## config.mk

```make
export PLATFORM = sky130hd
export DESIGN_NAME = ac97_frame_tx
export DESIGN_NICKNAME = d
export VERILOG_FILES = /design/src/rtl/ac97_pkg.sv /design/src/rtl/ac97_slot_builder.sv /design/src/rtl/ac97_frame_tx.sv
export SDC_FILE = /design/constraint.sdc
export NUM_CORES = 1
export LEC_CHECK = 0
export CAP_MARGIN = 25
export CORE_ASPECT_RATIO = 0.75
export CORE_MARGIN = 1.5
export CORE_UTILIZATION = 25
export DETAILED_ROUTE_END_ITERATION = 12
export PLACE_DENSITY = 0.5
export SLEW_MARGIN = 20
export SYNTH_ARGS = -nofsm -noshare
export SYNTH_HDL_FRONTEND = slang
export SYNTH_SLANG_ARGS = --single-unit
```

## constraint.sdc

```tcl
create_clock -name clk -period 2.05 [get_ports clk]
set_input_delay 0.41 -clock clk [delete_from_list [all_inputs] [get_ports clk]]
set_output_delay 0.41 -clock clk [all_outputs]
set_load 0.02 [all_outputs]
```

## src/rtl/ac97_pkg.sv

```systemverilog
// Shared AC-link frame geometry, tag layout and codec register addresses.
package ac97_pkg;

   localparam int unsigned FRAME_LEN   = 256;
   localparam int unsigned SLOT0_W     = 16;
   localparam int unsigned SLOT_W      = 20;
   localparam int unsigned SLOT0_START = 0;
   localparam int unsigned SLOT1_START = 16;
   localparam int unsigned SLOT2_START = 36;
   localparam int unsigned SLOT3_START = 56;
   localparam int unsigned SLOT4_START = 76;
   localparam int unsigned PAYLOAD_W   = 96;

   localparam int unsigned TAG_VALID = 15;
   localparam int unsigned TAG_SLOT1 = 14;
   localparam int unsigned TAG_SLOT2 = 13;
   localparam int unsigned TAG_SLOT3 = 12;
   localparam int unsigned TAG_SLOT4 = 11;

   localparam int unsigned SYNC_LEN    = 16;
   localparam logic [7:0]  CAPTURE_POS = 8'd254;
   localparam logic [7:0]  LAST_POS    = 8'd255;

   localparam logic [6:0] REG_MASTER_VOL  = 7'h02;
   localparam logic [6:0] REG_PCM_OUT_VOL = 7'h18;

   typedef struct packed {
      logic        frame_valid;
      logic        cmd_taken;
      logic        cmd_read;
      logic [6:0]  cmd_addr;
      logic [15:0] cmd_data;
      logic        pcm_taken;
   } frame_ctrl_t;

   // SYNC covers the last bit of the previous frame plus the first 15 tag bits.
   function automatic logic in_sync(input logic [7:0] pos);
      return (pos == LAST_POS) || (pos < 8'(SYNC_LEN - 1));
   endfunction

endpackage

```

## src/rtl/ac97_slot_builder.sv

```systemverilog
// Combinational assembly of the 96-bit slot 0-4 payload, MSB is frame bit 0.
module ac97_slot_builder
   import ac97_pkg::*;
#(
   parameter int unsigned SAMPLE_WIDTH = 20
) (
   input  frame_ctrl_t                 ctrl,
   input  logic [SAMPLE_WIDTH-1:0]     pcm_left,
   input  logic [SAMPLE_WIDTH-1:0]     pcm_right,
   output logic [PAYLOAD_W-1:0]        payload
);

   logic [SLOT0_W-1:0] tag;
   logic [SLOT_W-1:0]  slot1, slot2, slot3, slot4;

   always_comb begin
      tag   = '0;
      slot1 = '0;
      slot2 = '0;
      slot3 = '0;
      slot4 = '0;
      if (ctrl.frame_valid) begin
         tag[TAG_VALID] = 1'b1;
         tag[TAG_SLOT1] = ctrl.cmd_taken;
         tag[TAG_SLOT2] = ctrl.cmd_taken & ~ctrl.cmd_read;
         tag[TAG_SLOT3] = ctrl.pcm_taken;
         tag[TAG_SLOT4] = ctrl.pcm_taken;
      end
      if (ctrl.cmd_taken) begin
         slot1 = {ctrl.cmd_read, ctrl.cmd_addr, 12'h000};
      end
      if (ctrl.cmd_taken && !ctrl.cmd_read) begin
         slot2 = {ctrl.cmd_data, 4'h0};
      end
      // Narrow samples are left-justified; the shift zero-pads the LSBs.
      if (ctrl.pcm_taken) begin
         slot3 = SLOT_W'(pcm_left) << (SLOT_W - SAMPLE_WIDTH);
         slot4 = SLOT_W'(pcm_right) << (SLOT_W - SAMPLE_WIDTH);
      end
   end

   always_comb begin
      payload = '0;
      payload[PAYLOAD_W-1-SLOT0_START -: SLOT0_W] = tag;
      payload[PAYLOAD_W-1-SLOT1_START -: SLOT_W]  = slot1;
      payload[PAYLOAD_W-1-SLOT2_START -: SLOT_W]  = slot2;
      payload[PAYLOAD_W-1-SLOT3_START -: SLOT_W]  = slot3;
      payload[PAYLOAD_W-1-SLOT4_START -: SLOT_W]  = slot4;
   end

endmodule

```

## src/rtl/ac97_frame_tx.sv

```systemverilog
// AC-link output framer: bit counter, warmup, once-per-frame handshakes and
// the registered SYNC/SDATA_OUT serializer.
module ac97_frame_tx
   import ac97_pkg::*;
#(
   parameter int unsigned SAMPLE_WIDTH  = 20,
   parameter int unsigned WARMUP_FRAMES = 2
) (
   input  logic                    clk,
   input  logic                    rst,
   input  logic                    cmd_valid,
   input  logic                    cmd_read,
   input  logic [6:0]              cmd_addr,
   input  logic [15:0]             cmd_data,
   output logic                    cmd_ready,
   input  logic                    pcm_valid,
   input  logic [SAMPLE_WIDTH-1:0] pcm_left,
   input  logic [SAMPLE_WIDTH-1:0] pcm_right,
   output logic                    pcm_ready,
   output logic                    sync,
   output logic                    sdata_out,
   output logic                    frame_start,
   output logic                    underrun
);

   logic [7:0]              pos_q, pos_next;
   logic [3:0]              warm_cnt_q;
   logic                    warm_done;
   logic                    capture;
   frame_ctrl_t             ctrl_q, ctrl_d;
   logic [SAMPLE_WIDTH-1:0] left_q, right_q;
   logic [PAYLOAD_W-1:0]    payload;
   logic [PAYLOAD_W-1:0]    shift_q;

   assign pos_next  = pos_q + 8'd1;
   assign warm_done = (warm_cnt_q == 4'(WARMUP_FRAMES));
   assign capture   = (pos_q == CAPTURE_POS) && warm_done && !rst;
   assign cmd_ready = capture && cmd_valid;
   assign pcm_ready = capture && pcm_valid;

   always_comb begin
      ctrl_d = ctrl_q;
      if (pos_q == CAPTURE_POS) begin
         ctrl_d.frame_valid = warm_done;
         ctrl_d.cmd_taken   = cmd_ready;
         ctrl_d.cmd_read    = cmd_read;
         ctrl_d.cmd_addr    = cmd_addr;
         ctrl_d.cmd_data    = cmd_data;
         ctrl_d.pcm_taken   = pcm_ready;
      end
   end

   ac97_slot_builder #(
      .SAMPLE_WIDTH (SAMPLE_WIDTH)
   ) u_slot_builder (
      .ctrl      (ctrl_q),
      .pcm_left  (left_q),
      .pcm_right (right_q),
      .payload   (payload)
   );

   always_ff @(posedge clk) begin
      if (rst) begin
         pos_q       <= CAPTURE_POS;
         warm_cnt_q  <= '0;
         ctrl_q      <= '0;
         left_q      <= '0;
         right_q     <= '0;
         shift_q     <= '0;
         sync        <= 1'b0;
         sdata_out   <= 1'b0;
         frame_start <= 1'b0;
         underrun    <= 1'b0;
      end else begin
         pos_q  <= pos_next;
         ctrl_q <= ctrl_d;
         if (pos_q == LAST_POS && !warm_done) begin
            warm_cnt_q <= warm_cnt_q + 4'd1;
         end
         if (pcm_ready) begin
            left_q  <= pcm_left;
            right_q <= pcm_right;
         end
         // Outputs are loaded one clock early so they line up with pos.
         sync        <= in_sync(pos_next);
         frame_start <= (pos_next == 8'd0);
         underrun    <= (pos_q == CAPTURE_POS) && warm_done && !pcm_valid;
         if (pos_q == LAST_POS) begin
            sdata_out <= payload[PAYLOAD_W-1];
            shift_q   <= {payload[PAYLOAD_W-2:0], 1'b0};
         end else begin
            sdata_out <= shift_q[PAYLOAD_W-1];
            shift_q   <= {shift_q[PAYLOAD_W-2:0], 1'b0};
         end
      end
   end

endmodule

```

# Yosys cells after proc, flatten, opt, wreduce, memory -nomap -nowiden
# Cells that the tools add are included.
# word_totals
in_bits	68
word_cells	46
output_inout_bits	6
regBits	179
# op_classes
addsub	2
magnitude_cmp	1
reduce_logical	14
eq_ne	4
n_bitwise	2
n_mux	7
# ops
operator	n
96-bit 2-to-1 mux	1
20-bit 2-to-1 mux	4
8-bit == test (second input constant)	3
8-bit by 1-bit adder with 8-bit output (second input constant)	1
8-bit zero test	1
8-bit by 4-bit < comparator with 1-bit output (second input constant)	1
1-bit logical AND	7
5-bit 2-to-1 mux	1
4-bit by 1-bit adder with 4-bit output (second input constant)	1
4-bit by 2-bit == test with 1-bit output (second input constant)	1
1-bit zero test	4
2-bit OR reduction	1
1-bit bitwise AND	1
1-bit logical OR	1
1-bit 2-to-1 mux	1
1-bit inverter	1

# Longest topological paths before layout
# logic_depth
word_depth	4
depth_mapped	9

# Modules after synthesis
# From an unflattened synthesis, not the netlist that was laid out.
# hier_totals
cells_unflattened	904
hier_area_um2	7234.4
# modules_own_cells
mod	seq_area_each_um2	cells_each	area_per_inst_um2	instances
ac97_frame_tx	3563.4	800	6490.0	1
ac97_slot_builder	0.0	104	744.5	1

# Least setup slack after synthesis
# Ideal clock, no wire load.
# synth_timing
path_kind	reg-to-reg
start	register pos_q[1]
end	register shift_q[81]
setup_slack_ns	0.225
path_stages_with_launch	8
required_ns	1.935
setup_ns	0.115
arrival_ns	1.711
cell_sequence	dfxtp_1 > ha_1 > nand3_2 > nor3_4 > nor2_1 > buf_2 > clkbuf_1 > and2_1
# synth_between
elab_chain_len	2
# synth_rtl
item	line_no	rtl
from (decl)	ac97_frame_tx.sv:26	logic [7:0] pos_q, pos_next;
from (signal assigned)	ac97_frame_tx.sv:75	pos_q <= pos_next;
8-bit == test	ac97_frame_tx.sv:88	if (pos_q == LAST_POS) begin
2-bit OR reduction (no line)	n/a	
to (signal assigned)	ac97_frame_tx.sv:90	shift_q <= {payload[PAYLOAD_W-2:0], 1'b0};
to (signal assigned)	ac97_frame_tx.sv:93	shift_q <= {shift_q[PAYLOAD_W-2:0], 1'b0};
to (decl)	ac97_frame_tx.sv:33	logic [PAYLOAD_W-1:0] shift_q;
# Every way passes these cells.
# A chain may end at the register's enable or synchronous reset.

# Worst setup path in the final report
# layout_timing
start	register warm_cnt_q[0]
end	output pcm_ready
# layout_between
elab_chain_len	4
# layout_rtl
item	line_no	rtl
from (decl)	ac97_frame_tx.sv:27	logic [3:0] warm_cnt_q;
from (signal assigned)	ac97_frame_tx.sv:78	warm_cnt_q <= warm_cnt_q + 4'd1;
4-bit by 2-bit == test with 1-bit output	ac97_frame_tx.sv:36	assign warm_done = (warm_cnt_q == 4'(WARMUP_FRAMES));
1-bit logical AND (2 in a row)	ac97_frame_tx.sv:37	assign capture = (pos_q == CAPTURE_POS) && warm_done && !rst;
1-bit logical AND	ac97_frame_tx.sv:39	assign pcm_ready = capture && pcm_valid;
to (decl)	ac97_frame_tx.sv:19	output logic pcm_ready,
# Every way passes these cells.

==> results.md <==
Hold path:
- The terminating pin of the worst hold path is shift_q[73].
- Along the worst hold path, the cell count comes to 2.
- The worst hold path belongs to the class register to register.
- The beginning of the worst hold path is shift_q[72].

Placement:
- After legalization and detailed placement, the total HPWL measured 8100 microns.
- Summing all placed instances gives a cell area of 0.00719 sq mm.
- The last weighted congestion value of the routability-driven placer is 0.718.
- The placed instance count is 988.
- The number of buffers inserted by port buffering is 73.

Timing:
- The share of the clock period used by the worst path after layout is 100%.
- The headroom to the max-slew limit is 59.2%.
- Setup violations remaining at the end of the flow were counted as 2.
- After layout, the worst setup slack is -7.78 ps.
- The clock period minus worst slack is 2060 ps.
- Hold timing on the final database bottoms out at a slack of 425 ps.
- Across the routed clock network, the largest skew measured is 9.52 ps.
- For the pin with the worst max-slew slack, the measured transition is 612 ps.
- The upper clock frequency limit is 486 MHz.
- Setup repair after global routing could not meet its margin everywhere.
- The count of endpoints failing hold in the final timing report is 0.
- The count of pins over their slew limit came to 0.

Worst setup path:
- The sum of buffers and inverters on the critical path is 2.
- Data arrives at the worst endpoint at 1650 ps.
- The delay of the slowest critical-path stage is 320 ps.
- The required time at the endpoint of the critical path is 1640 ps.
- The worst reg2reg path depth is 7.
- The largest fanout on the critical path is 3.
- The setup slack of the worst register-to-register path is 190 ps.
- The endpoint of the worst-slack reg-to-reg timing path is shift_q[29].
- The kind of start point of the critical path is a register.
- The slowest stage of the critical path is the dfxtp_2 cell.
- Among cell families on the critical path, the largest total delay comes from simple AND/OR/NAND/NOR gates.
- The worst setup path is captured at a primary output.
- The critical path is of the register to primary output type.
- The origin of the critical flop-to-flop path is pos_q[1].
- The signal on the critical path passes through inv_2, ha_4, nor3b_4, and2b_2, and3_4, buf_6.

Finish:
- The area of all placed cells without fillers is 0.00783 sq mm.
- The share of cells above drive strength 1 is 12.3%.
- Excluding fillers, the count of instances in the completed layout stands at 1022.
- The number of antenna diodes in the final layout is 0.
- The net count of the finished layout is 783.
- At the end of the flow the core is filled with cells to 33.7%.
- The relative area change from synthesis to final layout is 31.2%.
- The number of filler instances in the final layout is 2364.

Floorplanning:
- The initial utilization of the core area, before any placement, comes to 25.7%.
- The die boundary width is 181 microns.
- The cell row count is 48.
- The standard cell core area is 0.0232 sq mm.
- The die is 137 microns tall.
- The count of boundary I/O pins is 74.
- The die outline area is 0.0248 sq mm.

Synth:
- After synthesis, flip-flops and latches occupy 59.7% of the total area.
- The synthesized instance count is 628.
- Summed over all instances, the cell type with the most area after synthesis is dfxtp_1.
- Summed over its instances, the top area cell type makes up 59.7% of the synthesized netlist area.
- The number of enable-type register cells in the synthesized netlist is 0.
- Counting flops with an async set or reset pin after synthesis yields a share of 0%.
- Synthesis instantiated 31 different standard cells from the library.
- The most common flop cell mapped by yosys is dfxtp_1.
- The cell area that synthesis handed to floorplanning was 0.00597 sq mm.
- The number of warnings issued by yosys is 0.
- In the synthesized netlist, the cells that appear most often are dfxtp_1, nand2_1, a21oi_1, a22o_1, clkbuf_1.
- After synthesis the netlist holds a flip-flop and latch count of 178.
- By instance count, the leading cell after synthesis is dfxtp_1.
- In the post-synthesis netlist, the biggest area contributors are dfxtp_1, nand2_1, a22o_1, a21oi_1, and2_1.
- Each instance of the synthesized netlist takes up on average 9.50 sq um.
- The net count after synthesis is 702.

Detailed routing:
- The sum of routed wire length over all layers is 13000 microns.
- The count of nets left with antenna violations once routing finished came out at 0.
- For this run, the detailed router's first-pass iteration total came to 4.
- The final routed wire length divided by cell count is 12.7 microns.
- The number of DRC markers after the initial detailed-route iteration is 202.
- After detailed routing, the number of remaining DRC violations is 0.
- The vias after detailed routing is 4265.
- In the routed layout, each cell is associated on average with a via count of 4.17.

Clock network:
- The TritonCTS clock tree is built.
- The clock transition at the registers of the reported paths is 70 ps.
- The largest buffer count on any clock path is 2.
- The number of sinks driven by the clock tree is 178.
- The clock latency on the worst-skew pair is 440 ps.
- The cell sitting at the root of the clock tree is a clkbuf_16.
- Buffers inserted during clock tree synthesis total 17.
- After clock tree synthesis, the flow added hold-fix buffers numbering 0.
- The number of levels the H-tree was split into is 4.

Global routing:
- The first-pass GRT wire length is 21400 microns.
- The number of antenna violations at the first check in global routing came to 0.
- The global router's overall resource usage is 11.2%.
- Summed over all layers, the global routing overflow is 0.
- The pin count of the biggest net entering global routing is 57.
- The number of global-route vias before repair is 4191.

Status:
- The final reports fail on negative setup slack.
- The flow ran to the end, but the final reports show violations.

Pwr:
- The ratio of total power to cell area is 976 mW/mm^2.
- The leakage component of the power is 2.84 nW.
- VDD sags by at most 0.000561 V.

Flow run:
- The number of max-capacitance violations reported is 0.
-- final cells by class --
class                   instances  area [sq um]  area share (%)
inverters                       3          11.3           0.144
flip-flops and latches        178          3570            45.5
clock buffers                  20           467            5.96
well taps                     300           375            4.79
repair buffers                108          1030            13.2
multi-input cells             401          2270            28.9
clock inverters                12           109            1.39
-- metal layers --
layer	part of all wire (%)	track usage, %	vias to the layer above
li1	-	-	2258
met1	54	15.3	1929
met2	40	16.2	65
met3	4.4	3.70	13
met4	1.5	4.86	0
met5	0	0	-
-- logic make-up after synthesis --
kind of cell,Yosys count,share of synthesized area [%]
flip-flops,178,59.7
adder cells (fa/ha/maj),6,1.26
XOR/XNOR,12,1.76
AND/OR/NAND/NOR,244,18.8
buffers and inverters,49,3.38
AO/OA/AOI/OAI,139,15.0
-- worst min-delay path: stages, from the launching register on --
cell	delay (ps)
dfxtp_1	300
nand2_1	40
a21oi_1	50
-- timing repair --
action | 4_1_cts | 5_1_grt
setup buffers | 1 | 1
setup endpoints to repair | 2 | 59
resized for setup | 22 | 2
pin swaps | 2 | 1
endpoints found under the hold margin | 0 | 0
-- cells in the final DEF, fill, tap and decap left out, types with 4 or more instances in the layout --
cell type and instances:
nand3_1 18, a22o_1 52, xnor2_1 7, clkdlybuf4s50_1 70, inv_6 5, nand4_1 4, xor2_1 5, clkbuf_16 17
nand2_1 156, a21oi_1 83, ha_1 5, dfxtp_1 176, nor2_1 7, nand2b_1 9, and2_1 28, buf_4 32
-- report_power, final --
| part | switching [mW] | internal [mW] |
|---|---|---|
| Clock | 1.46 | 1.69 |
| Combinational | 0.488 | 0.376 |
| Sequential | 0.0582 | 3.57 |
| Total | 2.00 | 5.64 |
-- flip-flops by register name, summed over array words and instances (netlist names) --
register and cells:
ctrl_q 27, frame_start 1, left_q 20, pos_q 8, right_q 20, sdata_out 1, shift_q 95, sync 1
underrun 1, warm_cnt_q 4
-- worst max path at each step --
stage	start	endpoint	slack, ps	cells past startpoint
5_1_grt	warm_cnt_q[0]	cmd_ready	-90	6
3_3_place_gp	warm_cnt_q[0]	pcm_ready	-140	6
6_report	warm_cnt_q[0]	pcm_ready	-8	6
3_5_place_dp	warm_cnt_q[0]	cmd_ready	-150	6
4_1_cts	warm_cnt_q[0]	pcm_ready	-30	6
2_1_floorplan	pos_q[1]	shift_q[81]	220	7
-- through the flow --
stage | setup TNS, ps | setup slack (ps) | power (mW)
2_1_floorplan | 0 | 225 | 4.15
3_3_place_gp | -260 | -136 | 4.55
3_5_place_dp | -307 | -154 | 4.56
4_1_cts | -60.0 | -32.6 | 7.76
5_1_grt | -175 | -90.9 | 8.01
6_report | -15.2 | -7.78 | 7.64
(Power assumes the default switching activity.)
==> patch: new RTL, same flow settings <==
Compare `warm_cnt_q` against `4'(WARMUP_FRAMES)` with >= in place of ==.
--- a/src/rtl/ac97_frame_tx.sv
+++ b/src/rtl/ac97_frame_tx.sv
@@ -35,3 +35,3 @@
    assign pos_next  = pos_q + 8'd1;
-   assign warm_done = (warm_cnt_q == 4'(WARMUP_FRAMES));
+   assign warm_done = (warm_cnt_q >= 4'(WARMUP_FRAMES));
    assign capture   = (pos_q == CAPTURE_POS) && warm_done && !rst;
Behaviour: same outputs for any inputs over 10 cycles, from zero or initial values and one cycle with rst high; that may be too few to reach the edited logic, so the function may still have changed.
==> patch against the original RTL <==
- utilization fell by 0.24 points
- design area is 1.9% higher
- sequential cell count unchanged
- clock power up 5%
- routed wire length rose by 4.1%
- largest power group unchanged
- the flow still finishes with violations (negative setup slack)
- power is 1.3% higher
- clock skew is 0.0014 ns lower
- combinational power decreased by 5.1%
- setup slack got worse by 0.084 ns
- first-iteration DRC count up 25%
- area after synthesis increased by 1.3%
==> patch: results (changes against the original RTL) <==
INFO  metric result_of_the_run = finished, violations left (unchanged)
INFO  metric failed_checks = negative setup slack (unchanged)
INFO  metric asyncSetResetFlopFracSynth = 0% (unchanged)
INFO  metric setup_slack = -0.0919 ns (was -0.00778 ns)
INFO  metric routedWlPerCell = 13.5 um (was 12.7 um)
INFO  metric groute.usage.overall = 11.4% (was 11.2%)
INFO  metric hold_path_end = shift_q[87] (was shift_q[73])
INFO  metric synth_commonest_cells = 178 x sky130_fd_sc_hd__dfxtp_1, 63 x sky130_fd_sc_hd__a22o_1, 63 x sky130_fd_sc_hd__nand2_1 (was 178 x sky130_fd_sc_hd__dfxtp_1, 156 x sky130_fd_sc_hd__nand2_1, 83 x sky130_fd_sc_hd__a21oi_1)
INFO  metric hp-class = flip-flop to flip-flop (unchanged)
INFO  metric worst_ir_drop_vdd = 0.000589 V (was 0.000561 V)
INFO  metric dr.first_iter.drc_count = 253 (was 202)
INFO  metric worst_ep_arrival_time = 1.73 ns (was 1.65 ns)
INFO  metric reg2reg_from = warm_cnt_q[0] (was pos_q[1])
INFO  metric path_clk_slew = 0.07 ns (about the same)
INFO  metric hold_path_depth = 1 (was 2)
INFO  metric drive_gt1_share = 13.2% (was 12.3%)
INFO  metric startpoint = pos_q[3] (was warm_cnt_q[0])
INFO  metric gp_congestion = 0.687 (was 0.718)
INFO  metric setup_violations = 2 (unchanged)
INFO  metric layout.cell_area.non_filler = 0.00798 mm2 (was 0.00783 mm2)
INFO  metric netlist_top_cells_area = sky130_fd_sc_hd__dfxtp_1 59%, sky130_fd_sc_hd__a22o_1 9.1%, sky130_fd_sc_hd__nand2b_1 4.7% (was sky130_fd_sc_hd__dfxtp_1 60%, sky130_fd_sc_hd__nand2_1 9.8%, sky130_fd_sc_hd__a22o_1 7.6%)
INFO  metric leakage_power_figure = 2.97 nW (was 2.84 nW)
INFO  metric worst_reg2reg_path_depth = 14 (was 7)
INFO  metric reg2reg_to = warm_cnt_q[0] (was shift_q[29])
INFO  metric syn-num-nets = 673 (was 702)
INFO  metric holdCritStartpoint = shift_q[86] (was shift_q[72])
INFO  metric cts-buffers-inserted = 17 (unchanged)
INFO  metric post-dp-hpwl = 7800 um (was 8100 um)
INFO  metric post_dp_cell_area = 0.00720 mm2 (was 0.00719 mm2)
INFO  metric clock_tree_skew_after_final_layout = 0.00816 ns (was 0.00952 ns)
INFO  metric finalNetCount = 758 (was 783)
INFO  metric global_route_wire_length_before_repair = 22100 um (was 21400 um)
INFO  metric grt_start_max_net_pins = 59 (was 57)
INFO  metric vias_in_the_first_global_route = 4230 (was 4191)
INFO  metric clkLatencyLatePin = 0.42 ns (was 0.44 ns)
INFO  metric timing_worst_slew_pin_value = 0.553 ns (was 0.612 ns)
INFO  metric seq_area_frac_synth = 59.0% (was 59.7%)
INFO  metric synth.lib_cells_used.distinct = 36 (was 31)
INFO  metric worst-r2r-setup-slack = 0.15 ns (was 0.19 ns)
INFO  metric detail_route.vias_per_cell = 4.34 (was 4.17)
## patch: changes by cell type after synthesis, sizes merged, moves of 11 or more
cell | unedited run | this run
o21ai | 2 | 42
nand2 | 156 | 63
nand3 | 21 | 43
a22o | 52 | 63
a21oi | 83 | 31
nand2b | 9 | 45
## patch: how the worst max path moves through the flow
stage,cells past startpoint,to
after floorplan,7,pcm_ready
after global placement,3,pcm_ready
after detailed placement,3,pcm_ready
after CTS,6,cmd_ready
after global routing,6,cmd_ready
final,6,cmd_ready
## patch: cell families after synthesis
group / after synthesis / synth area share (%)
adder cells (fa/ha/maj): 6 / 1.24
flip-flops: 178 / 59.0
XOR/XNOR: 6 / 0.870
AO/OA/AOI/OAI: 142 / 15.9
AND/OR/NAND/NOR: 217 / 19.3
buffers and inverters: 50 / 3.79
## patch: layout make-up
type                            instances  area (um2)
Clock inverter                         13         176
Sequential cell                       178        3570
Timing Repair Buffer                  113        1100
Tap cell                              306         383
Fill cell                            2404       15900
Inverter                                3        11.3
Clock buffer                           18         429
Multi-Input combinational cell        371        2310
## patch: what timing repair did
| item | in CTS | in global routing |
|---|---|---|
| buffers inserted | 12 | 1 |
| endpoints found under the hold margin | 0 | 0 |
| gates resized for setup | 36 | 3 |
| setup endpoints to repair | 2 | 5 |
| pin swaps | 6 | 2 |
## patch: layer usage
metal	vias up	wire [um]	track usage, %
li1	2236	-	-
met1	2056	7130	15.9
met2	48	5800	16.7
met3	12	411	3.25
met4	0	151	4.18
met5	-	0	0
## patch: per-stage QoR
step	worst slack [ns]	utilization [%]	cells	hold slack [ns]	TNS, ns
3_3_place_gp	-0.224	30.2	961	0.408	-0.419
2_1_floorplan	0.0520	-	599	0.406	0
3_5_place_dp	-0.206	30.2	961	0.410	-0.408
4_1_cts	-0.107	33.4	1003	0.427	-0.151
5_1_grt	-0.193	33.4	1002	0.434	-0.320
6_report	-0.0919	33.4	1002	0.423	-0.117
## patch: where the power goes
group / internal, mW / leakage (nW) / switching [mW]
clock network: 1.94 / 0.291 / 1.38
logic: 0.394 / 1.24 / 0.426
registers: 3.55 / 1.44 / 0.0499
